`src/rtl/bit_serializer_if.sv`:
```
// Handshake and serial-output bundle for bit_serializer.
//   in_valid/in_data : producer offers a word; in_ready : serializer can accept it
//   ser_out/ser_valid: serial bit stream; word_done marks a word's last bit
//   busy             : serializer still has work queued or in flight
// master: the word producer / serial consumer side. slave: the serializer.
interface bit_serializer_if #(
  parameter int unsigned W = 8
);
  logic         in_valid;
  logic         in_ready;
  logic [W-1:0] in_data;
  logic         ser_out;
  logic         ser_valid;
  logic         word_done;
  logic         busy;

  modport master (
    output in_valid, in_data,
    input  in_ready, ser_out, ser_valid, word_done, busy
  );

  modport slave (
    input  in_valid, in_data,
    output in_ready, ser_out, ser_valid, word_done, busy
  );
endinterface

```
`src/rtl/bit_serializer.sv`:
```
// Parallel-to-serial stage: words enter a small FIFO over valid/ready and are shifted out one
// bit per clock, optionally separated by GAP idle cycles.
//   clk : single clock, posedge
//   rst : synchronous, active-high reset (drops FIFO contents and any word in flight)
//   bus : bit_serializer_if slave modport (in_valid/in_ready/in_data in,
//         ser_out/ser_valid/word_done/busy out; serial outputs are registered)
module bit_serializer #(
  parameter int unsigned W         = 8,
  parameter int unsigned DEPTH     = 4,
  parameter int unsigned GAP       = 0,
  parameter bit          MSB_FIRST = 1'b1
) (
  input  logic              clk,
  input  logic              rst,
  bit_serializer_if.slave   bus
);

  localparam int unsigned AW  = $clog2(DEPTH);
  localparam int unsigned BCW = $clog2(W);
  // Keep at least one bit so GAP=0 still elaborates a legal vector.
  localparam int unsigned GCW = (GAP > 0) ? $clog2(GAP + 1) : 1;
  localparam logic [BCW-1:0] BitLast = BCW'(W - 1);
  localparam logic [GCW-1:0] GapLast = GCW'((GAP > 0) ? GAP - 1 : 0);

  typedef enum logic [1:0] {StIdle, StShift, StGap} state_e;

  // FIFO: pointers carry an extra wrap bit so full and empty are distinguishable.
  logic [W-1:0] mem_q [DEPTH];
  logic [AW:0]  wr_ptr_q, rd_ptr_q;
  logic         full, empty, push, pop;
  logic [W-1:0] rd_data;

  assign empty   = (wr_ptr_q == rd_ptr_q);
  assign full    = (wr_ptr_q[AW] != rd_ptr_q[AW]) && (wr_ptr_q[AW-1:0] == rd_ptr_q[AW-1:0]);
  assign push    = bus.in_valid && !full;
  assign rd_data = mem_q[rd_ptr_q[AW-1:0]];

  always_ff @(posedge clk) begin
    if (push) mem_q[wr_ptr_q[AW-1:0]] <= bus.in_data;
  end

  always_ff @(posedge clk) begin
    if (rst) begin
      wr_ptr_q <= '0;
      rd_ptr_q <= '0;
    end else begin
      if (push) wr_ptr_q <= wr_ptr_q + 1'b1;
      if (pop)  rd_ptr_q <= rd_ptr_q + 1'b1;
    end
  end

  // Shifter FSM
  state_e         state_q, state_d;
  logic [W-1:0]   shift_q, shift_d;
  logic [BCW-1:0] bit_cnt_q, bit_cnt_d;
  logic [GCW-1:0] gap_cnt_q, gap_cnt_d;
  logic           last_bit, cur_bit;

  assign cur_bit = MSB_FIRST ? shift_q[W-1] : shift_q[0];

  always_comb begin
    state_d   = state_q;
    shift_d   = shift_q;
    bit_cnt_d = bit_cnt_q;
    gap_cnt_d = gap_cnt_q;
    pop       = 1'b0;
    last_bit  = 1'b0;
    unique case (state_q)
      StIdle: begin
        if (!empty) begin
          pop     = 1'b1;
          state_d = StShift;
        end
      end
      StShift: begin
        bit_cnt_d = bit_cnt_q + 1'b1;
        shift_d   = MSB_FIRST ? (shift_q << 1) : (shift_q >> 1);
        if (bit_cnt_q == BitLast) begin
          last_bit = 1'b1;
          if (GAP > 0) begin
            state_d   = StGap;
            gap_cnt_d = '0;
          end else if (!empty) begin
            pop = 1'b1;  // next word follows with no bubble
          end else begin
            state_d = StIdle;
          end
        end
      end
      StGap: begin
        gap_cnt_d = gap_cnt_q + 1'b1;
        if (gap_cnt_q == GapLast) begin
          if (!empty) begin
            pop     = 1'b1;
            state_d = StShift;
          end else begin
            state_d = StIdle;
          end
        end
      end
      default: state_d = StIdle;
    endcase
    if (pop) begin
      shift_d   = rd_data;
      bit_cnt_d = '0;
    end
  end

  // Serial outputs are registered, so the bit the FSM holds now appears one cycle later.
  logic ser_out_q, ser_valid_q, word_done_q;

  always_ff @(posedge clk) begin
    if (rst) begin
      state_q     <= StIdle;
      shift_q     <= '0;
      bit_cnt_q   <= '0;
      gap_cnt_q   <= '0;
      ser_out_q   <= 1'b0;
      ser_valid_q <= 1'b0;
      word_done_q <= 1'b0;
    end else begin
      state_q     <= state_d;
      shift_q     <= shift_d;
      bit_cnt_q   <= bit_cnt_d;
      gap_cnt_q   <= gap_cnt_d;
      ser_out_q   <= (state_q == StShift) && cur_bit;
      ser_valid_q <= (state_q == StShift);
      word_done_q <= last_bit;
    end
  end

  assign bus.in_ready  = !full;
  assign bus.ser_out   = ser_out_q;
  assign bus.ser_valid = ser_valid_q;
  assign bus.word_done = word_done_q;
  assign bus.busy      = (state_q != StIdle) || !empty;

endmodule

```
`src/flat_wrapper.sv`:
```
// flat-port wrapper written by rule: the top's interface ports become plain ports
module bit_serializer_flat 
#(
  parameter int unsigned W         = 8,
  parameter int unsigned DEPTH     = 4,
  parameter int unsigned GAP       = 0,
  parameter bit          MSB_FIRST = 1'b1
)
  (clk, rst, bus_in_valid, bus_in_data, bus_in_ready, bus_ser_out, bus_ser_valid, bus_word_done, bus_busy);
  bit_serializer_if #(.W(W)) bus_i ();
  input  logic clk;
  input  logic rst;
  input wire logic [$bits(bus_i.in_valid)-1:0] bus_in_valid;
  input wire logic [$bits(bus_i.in_data)-1:0] bus_in_data;
  output wire logic [$bits(bus_i.in_ready)-1:0] bus_in_ready;
  output wire logic [$bits(bus_i.ser_out)-1:0] bus_ser_out;
  output wire logic [$bits(bus_i.ser_valid)-1:0] bus_ser_valid;
  output wire logic [$bits(bus_i.word_done)-1:0] bus_word_done;
  output wire logic [$bits(bus_i.busy)-1:0] bus_busy;
  assign bus_i.in_valid = bus_in_valid;
  assign bus_i.in_data = bus_in_data;
  assign bus_in_ready = bus_i.in_ready;
  assign bus_ser_out = bus_i.ser_out;
  assign bus_ser_valid = bus_i.ser_valid;
  assign bus_word_done = bus_i.word_done;
  assign bus_busy = bus_i.busy;
  bit_serializer #(.W(W), .DEPTH(DEPTH), .GAP(GAP), .MSB_FIRST(MSB_FIRST)) u_core (.clk(clk), .rst(rst), .bus(bus_i));
endmodule
```
`config.mk`:
```
export PLATFORM = sky130hd
export DESIGN_NAME = bit_serializer_flat
export DESIGN_NICKNAME = d
export VERILOG_FILES = /design/src/rtl/bit_serializer_if.sv /design/src/rtl/bit_serializer.sv /design/src/flat_wrapper.sv
export SDC_FILE = /design/constraint.sdc
export NUM_CORES = 1
export LEC_CHECK = 0
export ABC_AREA = 0
export CORE_AREA = 4 4 74 76
export DETAILED_ROUTE_END_ITERATION = 10
export DIE_AREA = 0 0 78 80
export PLACE_DENSITY_LB_ADDON = 0.15
export SKIP_LAST_GASP = 1
export SLEW_MARGIN = 20
export SYNTH_ARGS = -nofsm -noshare
export SYNTH_HDL_FRONTEND = slang
export SYNTH_SLANG_ARGS = --single-unit
```
`constraint.sdc`:
```
create_clock -name clk -period 1.5 [get_ports clk]
set_clock_uncertainty 0.1 [all_clocks]
set_input_delay 0.3 -clock clk [delete_from_list [all_inputs] [get_ports clk]]
set_output_delay 0.3 -clock clk [all_outputs]
set_load 0.01 [all_outputs]
```
; ---- Word-level counts from Yosys, hierarchy flattened
; Memory sizes are Yosys's and may differ from the RTL's. A register that Yosys moved wholly into a read port is not among the register bits.
; Cells that the tools add are included.
[classes]
mux = 17
n_reduce_logical = 12
n_eq_ne = 10
add_sub_neg = 4
bitwise_logic = 1
[ops]
columns = op, n
row1 = $mux 8, 2
row2 = $mux 2, 6
row3 = $add 3x1->3 const B, 3
row4 = $mux 1, 7
row5 = $pmux 2 s3, 1
row6 = $ne 2x1->1 const B, 2
row7 = $ne 2x2->1 const B, 2
row8 = $reduce_and 4->1, 1
row9 = $reduce_bool 2->1, 2
row10 = $reduce_or 2->1, 2
row11 = $eq 3x3->1, 1
row12 = $eq 3x3->1 const B, 1
row13 = $logic_and 1x1->1, 3
row14 = $pmux 1 s3, 1
row15 = $eq 2x1->1 const B, 1
row16 = $eq 2x2->1, 1
row17 = $eq 2x2->1 const B, 1
row18 = $logic_not 1->1, 2
row19 = $logic_not 2->1, 1
row20 = $add 1x1->1 const B, 1
row21 = $logic_or 1x1->1, 1
row22 = $ne 1x1->1, 1
row23 = $not 1->1, 1
[word_totals]
output_inout_bits = 5
reg_bits = 23
n_memories = 1
input_bits = 11
mem_bits_rw = 32
[memory_table]
columns = memory, depth, width, rd, rd_clocked_by_memory_dff, wr, line
row1 = u_core.mem_q, 4, 8, 1, 1, 1, bit_serializer.sv:28  ; logic [W-1:0] mem_q [DEPTH];

; ---- Longest topological paths before layout
; Gate-level depths: netlist (run 1).
[depth]
word_depth = 6
depth_mapped = 7
ltp_nobuf = 6

; ---- Worst setup path before layout (run 1)
; OpenSTA, ideal clock, no wires.
[synth_timing]
path_type = register to register
from = reg u_core.wr_ptr_q[0]
to = mem u_core.mem_q[3][0], enable pin
slack_ns = -0.173
required_time_ns = 1.064
t_arrival_ns = 1.238
setup_ns = 0.336
stages_incl_launch_ff = 4
n_path_buf = 0
cell_sequence = dfxtp_1 > xnor2_4 > a31oi_4 > and2_1
[synth_between]
elab_chain_len = 6
[synth_rtl]
columns = item, line
row1 = start: declaration, bit_serializer.sv:29  ; logic [AW:0] wr_ptr_q, rd_ptr_q;
row2 = start signal: assignment, bit_serializer.sv:47  ; if (push) wr_ptr_q <= wr_ptr_q + 1'b1;
row3 = $eq 2x2->1, bit_serializer.sv:34  ; assign full = (wr_ptr_q[AW] != rd_ptr_q[AW]) && (wr_ptr_q[AW-1:0] == rd_ptr_q[AW-1:0]);
row4 = $logic_and 1x1->1, bit_serializer.sv:34
row5 = $logic_not 1->1, bit_serializer.sv:35  ; assign push = bus.in_valid && !full;
row6 = $logic_and 1x1->1, bit_serializer.sv:35
row7 = $mux 1, bit_serializer.sv:39  ; if (push) mem_q[wr_ptr_q[AW-1:0]] <= bus.in_data;
row8 = $mux 1 (implied by the code), bit_serializer.sv:39
row9 = end: declaration, bit_serializer.sv:28
; Several ways; a longest one is shown, not always the timed one.

; ---- Worst setup path in the final report (run 1)
[layout_timing]
from = reg u_core.wr_ptr_q[2]
to = out bus_busy
[layout_between]
elab_chain_len = 3
[layout_rtl]
columns = item, line
row1 = $eq 3x3->1, bit_serializer.sv:33  ; assign empty = (wr_ptr_q == rd_ptr_q);
row2 = $logic_not 1->1, --
row3 = $logic_or 1x1->1, bit_serializer.sv:136  ; assign bus.busy = (state_q != StIdle) || !empty;
row4 = end: declaration, flat_wrapper.sv:19  ; output wire logic [$bits(bus_i.busy)-1:0] bus_busy;
; No other way between the ends.

==> metrics.txt, run 1 <==
# TYPE chip_impl_metric gauge
chip_impl_metric{name="deepest_level_of_the_cts_h_tree",unit=""} 2
chip_impl_info{name="ctsRootBufferMaster",value="sky130_fd_sc_hd__clkbuf_8"} 1
chip_impl_metric{name="share_of_the_cycle_needed_by_the_critical_path_after_routing",unit=""} 1.11
chip_impl_metric{name="synthesis.area",unit="um^2"} 2440
chip_impl_metric{name="timing.critical_path.required",unit="ns"} 1.10
chip_impl_metric{name="setup_ws",unit="ns"} -0.158
chip_impl_metric{name="synth_area_per_cell",unit="um^2"} 13.8
chip_impl_metric{name="synth_enable_flop_cells",unit=""} 32
chip_impl_metric{name="static_leak",unit="nW"} 1.09
chip_impl_metric{name="layout-drive-gt1-share",unit=""} 0.421
chip_impl_metric{name="p_sw_frac",unit=""} 0.328
chip_impl_info{name="violations",value="negative setup slack"} 1
chip_impl_metric{name="final_cells",unit=""} 283
chip_impl_metric{name="max_stage_delay",unit="ns"} 0.40
chip_impl_metric{name="grt_pass1_wl",unit="mm"} 7.77
chip_impl_metric{name="internal_power",unit="mW"} 3.21
chip_impl_metric{name="cellPowerDensity",unit="nW/um^2"} 1520
chip_impl_metric{name="share_of_power_burned_in_the_clock_network",unit=""} 0.170
chip_impl_metric{name="postSynthCellCount",unit=""} 177
chip_impl_metric{name="boundaryPins",unit=""} 16
chip_impl_metric{name="initial_core_util",unit=""} 0.516
chip_impl_info{name="synth_top_area_cell",value="sky130_fd_sc_hd__edfxtp_1"} 1
chip_impl_metric{name="cts.reportedPaths.clkPinSlew",unit="ns"} 0.10
chip_impl_info{name="critPathKind",value="flop to primary output"} 1
chip_impl_metric{name="slew_margin_rel",unit=""} 0.814
chip_impl_info{name="cts_tree",value="built"} 1
chip_impl_metric{name="cts-buffers-inserted",unit=""} 5
chip_impl_metric{name="tritoncts_num_sinks",unit=""} 55
chip_impl_info{name="min-delay-path-class",value="flop to flop"} 1
chip_impl_metric{name="maximum_buffer_depth_of_the_clock_tree",unit=""} 2
chip_impl_metric{name="slew_violations",unit=""} 0
chip_impl_metric{name="timing.hold.ws",unit="ns"} 0.379
chip_impl_metric{name="placed_cells_incl_taps",unit=""} 273
chip_impl_metric{name="worstRegToRegCells",unit=""} 5
chip_impl_metric{name="vias_per_std_cell",unit=""} 5.49
chip_impl_metric{name="antenna_found_initial",unit=""} 0
chip_impl_metric{name="grt_overflow",unit=""} 0
chip_impl_metric{name="multiplexer_fraction_of_the_synthesized_cell_area",unit=""} 0.0821
chip_impl_metric{name="finish.net_count",unit=""} 233
chip_impl_info{name="worst_hold_path.endpoint",value="u_core.shift_q[0]$_SDFFE_PP0P_"} 1
chip_impl_metric{name="first_global_vias",unit=""} 1646
chip_impl_metric{name="horizontal_extent_of_the_die",unit="um"} 78
chip_impl_metric{name="routedWlPerCell",unit="um"} 16.3
chip_impl_metric{name="fraction_of_registers_with_async_set_reset",unit=""} 0
chip_impl_info{name="timing.hold.worst.start",value="u_core.shift_q[0]$_SDFFE_PP0P_"} 1
chip_impl_metric{name="total_switching_power",unit="mW"} 1.57
chip_impl_metric{name="synthXorXnorAreaFrac",unit=""} 0.0400
chip_impl_metric{name="reg2reg_slack",unit="ns"} -0.14
chip_impl_metric{name="first_iter_violations",unit=""} 194
chip_impl_metric{name="finalHoldViolCount",unit=""} 0
chip_impl_metric{name="arrival",unit="ns"} 1.26
chip_impl_metric{name="place.port_buffers",unit=""} 15
chip_impl_metric{name="die-area",unit="um^2"} 6240
chip_impl_metric{name="clk-insertion-delay-late",unit="ns"} 0.31
chip_impl_metric{name="netlist.area_leader.share",unit=""} 0.394
chip_impl_info{name="dominant_combinational_cell_family_by_area_after_synthesis",value="simple AND/OR/NAND/NOR gates"} 1
chip_impl_metric{name="comb_power_share",unit=""} 0.421
chip_impl_metric{name="yosys_warnings",unit=""} 0
chip_impl_metric{name="place_hpwl",unit="mm"} 3.35
chip_impl_metric{name="critical_path.max_fanout",unit=""} 3
chip_impl_metric{name="post_synthesis_adder_cell_area_fraction",unit=""} 0.0359
chip_impl_info{name="most_common_cell_in_the_netlist",value="sky130_fd_sc_hd__edfxtp_1"} 1
chip_impl_metric{name="drcViolationCount",unit=""} 0
chip_impl_info{name="critical_path.reg2reg.endpoint",value="u_core.shift_q[7]$_SDFFE_PP0P_"} 1
chip_impl_metric{name="pwr-share-seq",unit=""} 0.409
chip_impl_info{name="crit_slowest_cell",value="sky130_fd_sc_hd__dfxtp_4"} 1
chip_impl_metric{name="syn-num-nets",unit=""} 195
chip_impl_metric{name="actual_transition_at_the_worst_max_transition_pin",unit="ns"} 0.277
chip_impl_metric{name="diodes",unit=""} 0
chip_impl_metric{name="groute.usage.overall",unit=""} 0.164
chip_impl_info{name="synth-main-ff-cell",value="sky130_fd_sc_hd__edfxtp_1"} 1
chip_impl_metric{name="synth.ff_latch_count",unit=""} 55
chip_impl_metric{name="drtPass1Iterations",unit=""} 4
chip_impl_info{name="run_status",value="complete, but fails checks"} 1
chip_impl_metric{name="rows",unit=""} 25
chip_impl_info{name="ys_top_cells_by_count",value="sky130_fd_sc_hd__edfxtp_1, sky130_fd_sc_hd__dfxtp_1, sky130_fd_sc_hd__a21oi_1"} 1
chip_impl_metric{name="worst_ir_drop_vdd",unit="mV"} 0.801
chip_impl_metric{name="drv_cap",unit=""} 0
chip_impl_info{name="startpoint_type",value="flop"} 1
chip_impl_info{name="setup_repair_after_global_routing_missed_its_margin",value="yes"} 1
chip_impl_metric{name="worstHoldPathCells",unit=""} 2
chip_impl_metric{name="gpl.final_weighted_congestion",unit=""} 0.807
chip_impl_info{name="worstSetupEndpointType",value="primary output"} 1
chip_impl_metric{name="die_height",unit="um"} 80
chip_impl_metric{name="finalWorstPathRequiredPeriod",unit="ns"} 1.66
chip_impl_metric{name="post_synth_num_cell_types",unit=""} 36
chip_impl_metric{name="routed_wirelength",unit="mm"} 4.62
chip_impl_metric{name="grt_max_degree",unit=""} 19
chip_impl_metric{name="core_region_area",unit="um^2"} 4720
chip_impl_metric{name="finalSetupViolations",unit=""} 43
chip_impl_metric{name="dr_total_vias",unit=""} 1553
chip_impl_metric{name="synth_compound_area_frac",unit=""} 0.0888
chip_impl_metric{name="synth-simple-area-share",unit=""} 0.133
chip_impl_info{name="crit_path_cell_trace",value="xnor2_4, and3_4, nand2_2, buf_6"} 1
chip_impl_metric{name="synthToLayoutAreaGrowth",unit="%"} 29.1
chip_impl_metric{name="maximum_achievable_frequency",unit="MHz"} 603
chip_impl_metric{name="route.antenna.remaining_nets",unit=""} 0
chip_impl_metric{name="synth.yosys.seq_area_share",unit=""} 0.583
chip_impl_info{name="ys_top_cells_by_area",value="sky130_fd_sc_hd__edfxtp_1, sky130_fd_sc_hd__dfxtp_1, sky130_fd_sc_hd__mux4_2"} 1
[area by class of cell]
| cell class | count | area, um^2 |
|---|---|---|
| fill | 333 | 1580 |
| timing repair buffer | 41 | 408 |
| multi-input combinational | 106 | 1100 |
| clock inverter | 3 | 22.5 |
| sequential | 55 | 1440 |
| clock buffer | 5 | 68.8 |
| inverter | 6 | 22.5 |
| tap | 67 | 83.8 |
[metrics by stage]
step	worst slack (ns)	util	setup TNS, ns	cell area (um^2)	power (mW)
6_report	-0.158	0.666	-3.97	3150	4.78
5_1_grt	-0.212	0.666	-6.57	3150	5.08
4_1_cts	-0.162	0.648	-5.03	3060	4.72
3_5_place_dp	-0.208	0.608	-7.60	2870	3.81
3_3_place_gp	-0.206	0.608	-7.20	2870	3.76
2_1_floorplan	-0.0726	-	-0.735	2480	3.27
[logic make-up (layout without fill, tap and decap cells)]
| logic type | count (synthesis) | in the layout |
|---|---|---|
| adders and majority gates | 7 | 7 |
| AOI/OAI and AO/OA | 30 | 30 |
| DFF | 55 | 55 |
| and+or+nand+nor | 52 | 53 |
| buffers and inverters | 17 | 55 |
| muxes | 10 | 10 |
| xor gates and xnor gates | 6 | 6 |
[power by group through the flow]
stage	clock, mW	sequential (mW)	combinational, mW
final	0.813	1.95	2.01
after floorplan	0	1.96	1.31
after detailed placement	0	1.98	1.83
after global placement	0	1.97	1.79
after global routing	0.897	1.97	2.21
after CTS	0.830	1.95	1.93
[flip-flops by register name, indices dropped and copies added, names as in the netlist, named ones only]
| name | cells |
|---|---|
| u_core.bus.word_done | 1 |
| u_core.wr_ptr_q | 3 |
| u_core.bit_cnt_q | 3 |
| u_core.shift_q | 8 |
| u_core.bus.ser_valid | 1 |
| u_core.bus.ser_out | 1 |
| u_core.mem_q | 32 |
| u_core.rd_ptr_q | 3 |
| u_core.state_q | 1 |
[cells in the final DEF, fill, tap and decap left out, types with 5 or more instances in the layout]
cell type / instances
sky130_fd_sc_hd__a21oi_1: 7
sky130_fd_sc_hd__buf_4: 16
sky130_fd_sc_hd__ha_1: 5
sky130_fd_sc_hd__nor2_1: 11
sky130_fd_sc_hd__a21oi_2: 7
sky130_fd_sc_hd__inv_1: 5
sky130_fd_sc_hd__dfxtp_1: 14
sky130_fd_sc_hd__nand4b_1: 6
sky130_fd_sc_hd__dfxtp_2: 5
sky130_fd_sc_hd__mux4_2: 8
sky130_fd_sc_hd__buf_6: 9
sky130_fd_sc_hd__clkbuf_8: 5
sky130_fd_sc_hd__a31o_1: 6
sky130_fd_sc_hd__edfxtp_1: 32
sky130_fd_sc_hd__nor4_2: 6
sky130_fd_sc_hd__clkdlybuf4s50_1: 10
sky130_fd_sc_hd__and2_4: 5
sky130_fd_sc_hd__nor3_1: 7
[routing by layer]
metal / up-vias / part of all wire / track usage
met1: 743 / 0.44 / 0.200
met5: - / 0 / 0
met2: 48 / 0.50 / 0.281
met3: 14 / 0.041 / 0.0384
li1: 748 / - / -
met4: 0 / 0.024 / 0.0664
[repair_timing]
item                                   CTS  global route
pin swaps                                6             7
setup endpoints to repair               52            51
resized for setup                       35            16
endpoints found under the hold margin    0             0
setup buffers                            1             1
hold buffers                             0             0
gates cloned                             1             0
[critical path: cells and delay by family, from the launching register on]
| kind | cells | cell delay (ns) |
|---|---|---|
| xor gates and xnor gates | 1 | 0.18 |
| DFF | 1 | 0.40 |
| and+or+nand+nor | 2 | 0.26 |
| buffers and inverters | 1 | 0.11 |
[how the worst max path moves through the flow]
stage               slack (ns)                            start                              to
global placement         -0.21  u_core.rd_ptr_q[0]$_SDFFE_PP0P_                        bus_busy
global route             -0.21  u_core.wr_ptr_q[2]$_SDFFE_PP0P_                        bus_busy
detailed placement       -0.21  u_core.rd_ptr_q[0]$_SDFFE_PP0P_                        bus_busy
finish                   -0.16  u_core.wr_ptr_q[2]$_SDFFE_PP0P_                        bus_busy
floorplan                -0.07                             flop  u_core.shift_q[7]$_SDFFE_PP0P_
CTS                      -0.16  u_core.rd_ptr_q[1]$_SDFFE_PP0P_                        bus_busy
Note: power is estimated with default switching activity, not from simulation.
==> run 2, diff against run 1 <==
Settings changed: ABC_CLOCK_PERIOD_IN_PS from default to 1500, CAP_MARGIN from default to 15, MAX_ROUTING_LAYER from default to met4.
==> metrics.txt, run 2 (synthesis gave the netlist of run 1 again) <==
# TYPE chip_impl_metric gauge
chip_impl_metric{name="cts.reportedPaths.clkPinSlew",unit="ns"} 0.10
chip_impl_metric{name="die-area",unit="um^2"} 6240
chip_impl_metric{name="largest_reg_flops",unit=""} 32
chip_impl_metric{name="worst_ir_drop_vdd",unit="mV"} 0.802
chip_impl_info{name="crit_slowest_cell",value="sky130_fd_sc_hd__dfxtp_4"} 1
chip_impl_info{name="route.top_layer_used",value="met4"} 1
chip_impl_metric{name="antenna_found_initial",unit=""} 0
chip_impl_metric{name="actual_transition_at_the_worst_max_transition_pin",unit="ns"} 0.273
chip_impl_metric{name="finalWorstPathRequiredPeriod",unit="ns"} 1.66
chip_impl_metric{name="initial_core_util",unit=""} 0.516
chip_impl_metric{name="grt_pass1_wl",unit="mm"} 7.77
chip_impl_metric{name="first_global_vias",unit=""} 1646
chip_impl_info{name="worst_path_dominant_cell_family",value="flip-flops"} 1
chip_impl_metric{name="place_hpwl",unit="mm"} 3.35
chip_impl_metric{name="gpl.final_weighted_congestion",unit=""} 0.818
chip_impl_metric{name="cellPowerDensity",unit="nW/um^2"} 1520
chip_impl_metric{name="core_region_area",unit="um^2"} 4720
chip_impl_metric{name="cp.buffers_inverters",unit=""} 1
chip_impl_metric{name="arrival",unit="ns"} 1.26
chip_impl_metric{name="finalHoldViolCount",unit=""} 0
chip_impl_metric{name="layout-drive-gt1-share",unit=""} 0.421
chip_impl_metric{name="horizontal_extent_of_the_die",unit="um"} 78
chip_impl_metric{name="wl_met1",unit="mm"} 2.02
chip_impl_metric{name="placed_cells_incl_taps",unit=""} 273
chip_impl_metric{name="cts-buffers-inserted",unit=""} 5
chip_impl_info{name="highest_count_cells_in_the_layout_ignoring_fill_and_taps",value="sky130_fd_sc_hd__edfxtp_1, sky130_fd_sc_hd__buf_4, sky130_fd_sc_hd__dfxtp_1"} 1
chip_impl_metric{name="place.port_buffers",unit=""} 15
chip_impl_metric{name="vias_per_std_cell",unit=""} 5.43
chip_impl_metric{name="grt_overflow",unit=""} 0
chip_impl_metric{name="rows",unit=""} 25
chip_impl_metric{name="maximum_buffer_depth_of_the_clock_tree",unit=""} 2
chip_impl_metric{name="critical_path.max_fanout",unit=""} 3
chip_impl_metric{name="detailroute.wirelength.met2",unit="mm"} 2.33
chip_impl_metric{name="dr_total_vias",unit=""} 1538
chip_impl_info{name="worstSetupEndpointType",value="primary output"} 1
chip_impl_metric{name="deepest_level_of_the_cts_h_tree",unit=""} 2
chip_impl_metric{name="setup_ws",unit="ns"} -0.160
chip_impl_metric{name="drtPass1Iterations",unit=""} 4
chip_impl_metric{name="detailedPlace.worstSlack",unit="ns"} -0.208
chip_impl_metric{name="finish.net_count",unit=""} 233
chip_impl_info{name="layout.cells.most_common",value="sky130_fd_sc_hd__edfxtp_1"} 1
chip_impl_metric{name="diodes",unit=""} 0
chip_impl_metric{name="clk-insertion-delay-late",unit="ns"} 0.30
chip_impl_metric{name="synthToLayoutAreaGrowth",unit="%"} 29.1
chip_impl_metric{name="tritoncts_num_sinks",unit=""} 55
chip_impl_metric{name="first_iter_violations",unit=""} 169
chip_impl_info{name="violations",value="negative setup slack"} 1
chip_impl_info{name="run_status",value="complete, but fails checks"} 1
chip_impl_metric{name="met3RoutedLength",unit="um"} 164
chip_impl_metric{name="die_height",unit="um"} 80
chip_impl_metric{name="drv_cap",unit=""} 0
chip_impl_info{name="setup_repair_after_global_routing_missed_its_margin",value="yes"} 1
chip_impl_metric{name="route.antenna.remaining_nets",unit=""} 0
chip_impl_info{name="min-delay-path-class",value="flop to flop"} 1
chip_impl_metric{name="maximum_achievable_frequency",unit="MHz"} 602
chip_impl_metric{name="max_stage_delay",unit="ns"} 0.40
chip_impl_metric{name="grt_max_degree",unit=""} 19
chip_impl_metric{name="finalSetupViolations",unit=""} 43
chip_impl_metric{name="slew_margin_rel",unit=""} 0.817
chip_impl_metric{name="drcViolationCount",unit=""} 0
chip_impl_metric{name="timing.critical_path.required",unit="ns"} 1.10
chip_impl_metric{name="routed_wirelength",unit="mm"} 4.63
chip_impl_info{name="critPathKind",value="flop to primary output"} 1
chip_impl_metric{name="layout.core_utilization",unit=""} 0.666
chip_impl_info{name="startpoint_type",value="flop"} 1
chip_impl_metric{name="static_leak",unit="nW"} 1.09
chip_impl_info{name="cts_tree",value="built"} 1
chip_impl_metric{name="share_of_the_cycle_needed_by_the_critical_path_after_routing",unit=""} 1.11
chip_impl_metric{name="slew_violations",unit=""} 0
chip_impl_info{name="ctsRootBufferMaster",value="sky130_fd_sc_hd__clkbuf_8"} 1
chip_impl_metric{name="num-fill-cells",unit=""} 333
chip_impl_metric{name="boundaryPins",unit=""} 16
chip_impl_metric{name="routedWlPerCell",unit="um"} 16.4
chip_impl_metric{name="final_cells",unit=""} 283
chip_impl_metric{name="groute.usage.overall",unit=""} 0.169
chip_impl_info{name="crit_path_cell_trace",value="xnor2_4, and3_4, nand2_2, buf_6"} 1
[run 2: final timing paths]
path                                         from                        endpoint  slack, ns  cells after the start
hold / removal     u_core.shift_q[0]$_SDFFE_PP0P_  u_core.shift_q[0]$_SDFFE_PP0P_       0.38                      2
setup reg to reg                             flop  u_core.shift_q[7]$_SDFFE_PP0P_      -0.14                      5
setup / recovery  u_core.wr_ptr_q[2]$_SDFFE_PP0P_                        bus_busy      -0.16                      4
hold reg to reg    u_core.shift_q[0]$_SDFFE_PP0P_  u_core.shift_q[0]$_SDFFE_PP0P_       0.38                      2
[run 2: metrics by stage]
step,total power [mW],instance area [um^2],TNS (ns),hold WS (ns)
2_1_floorplan,3.27,2480,-0.735,0.299
3_3_place_gp,3.76,2870,-7.20,0.369
3_5_place_dp,3.81,2870,-7.60,0.369
4_1_cts,4.72,3060,-5.03,0.383
5_1_grt,5.08,3150,-6.57,0.419
6_report,4.78,3150,-4.02,0.380
[run 2: layout make-up]
class / instances / area [um^2] / share of cell area
Timing Repair Buffer: 41 / 408 / 0.130
Inverter: 6 / 22.5 / 0.00716
Multi-Input combinational cell: 106 / 1100 / 0.349
Clock buffer: 5 / 68.8 / 0.0219
Sequential cell: 55 / 1440 / 0.458
Tap cell: 67 / 83.8 / 0.0266
Clock inverter: 3 / 22.5 / 0.00716
[run 2: power breakdown]
part / switching, mW / internal (mW) / total (mW)
combinational: 0.962 / 1.05 / 2.01
clock: 0.479 / 0.335 / 0.814
sequential: 0.131 / 1.82 / 1.96
total: 1.57 / 3.21 / 4.78
[run 2: per-layer routing]
metal  up-vias  track usage
met3        12       0.0384
met5         -            -
met1       741        0.199
li1        748            -
met2        37        0.283
met4         0       0.0664
[run 2: repair_timing]
action | CTS | global route
gates resized for setup | 35 | 16
endpoints found under the setup margin | 52 | 51
pin swaps | 6 | 7
gates cloned | 1 | 0
hold buffers | 0 | 0
buffers inserted | 1 | 1
[run 2: worst min-delay path: cells and delay by family (launching register included)]
kind,cells,cell delay (ns)
AND/OR/NAND/NOR,1,0.06
AO/OA/AOI/OAI,1,0.06
flip-flops,1,0.33
==> run 3, diff against run 2 <==
Settings changed: SLEW_MARGIN 20 to default.
==> results of run 3 <==
No change in the layout: final DEF, timing and power equal those of run 2.
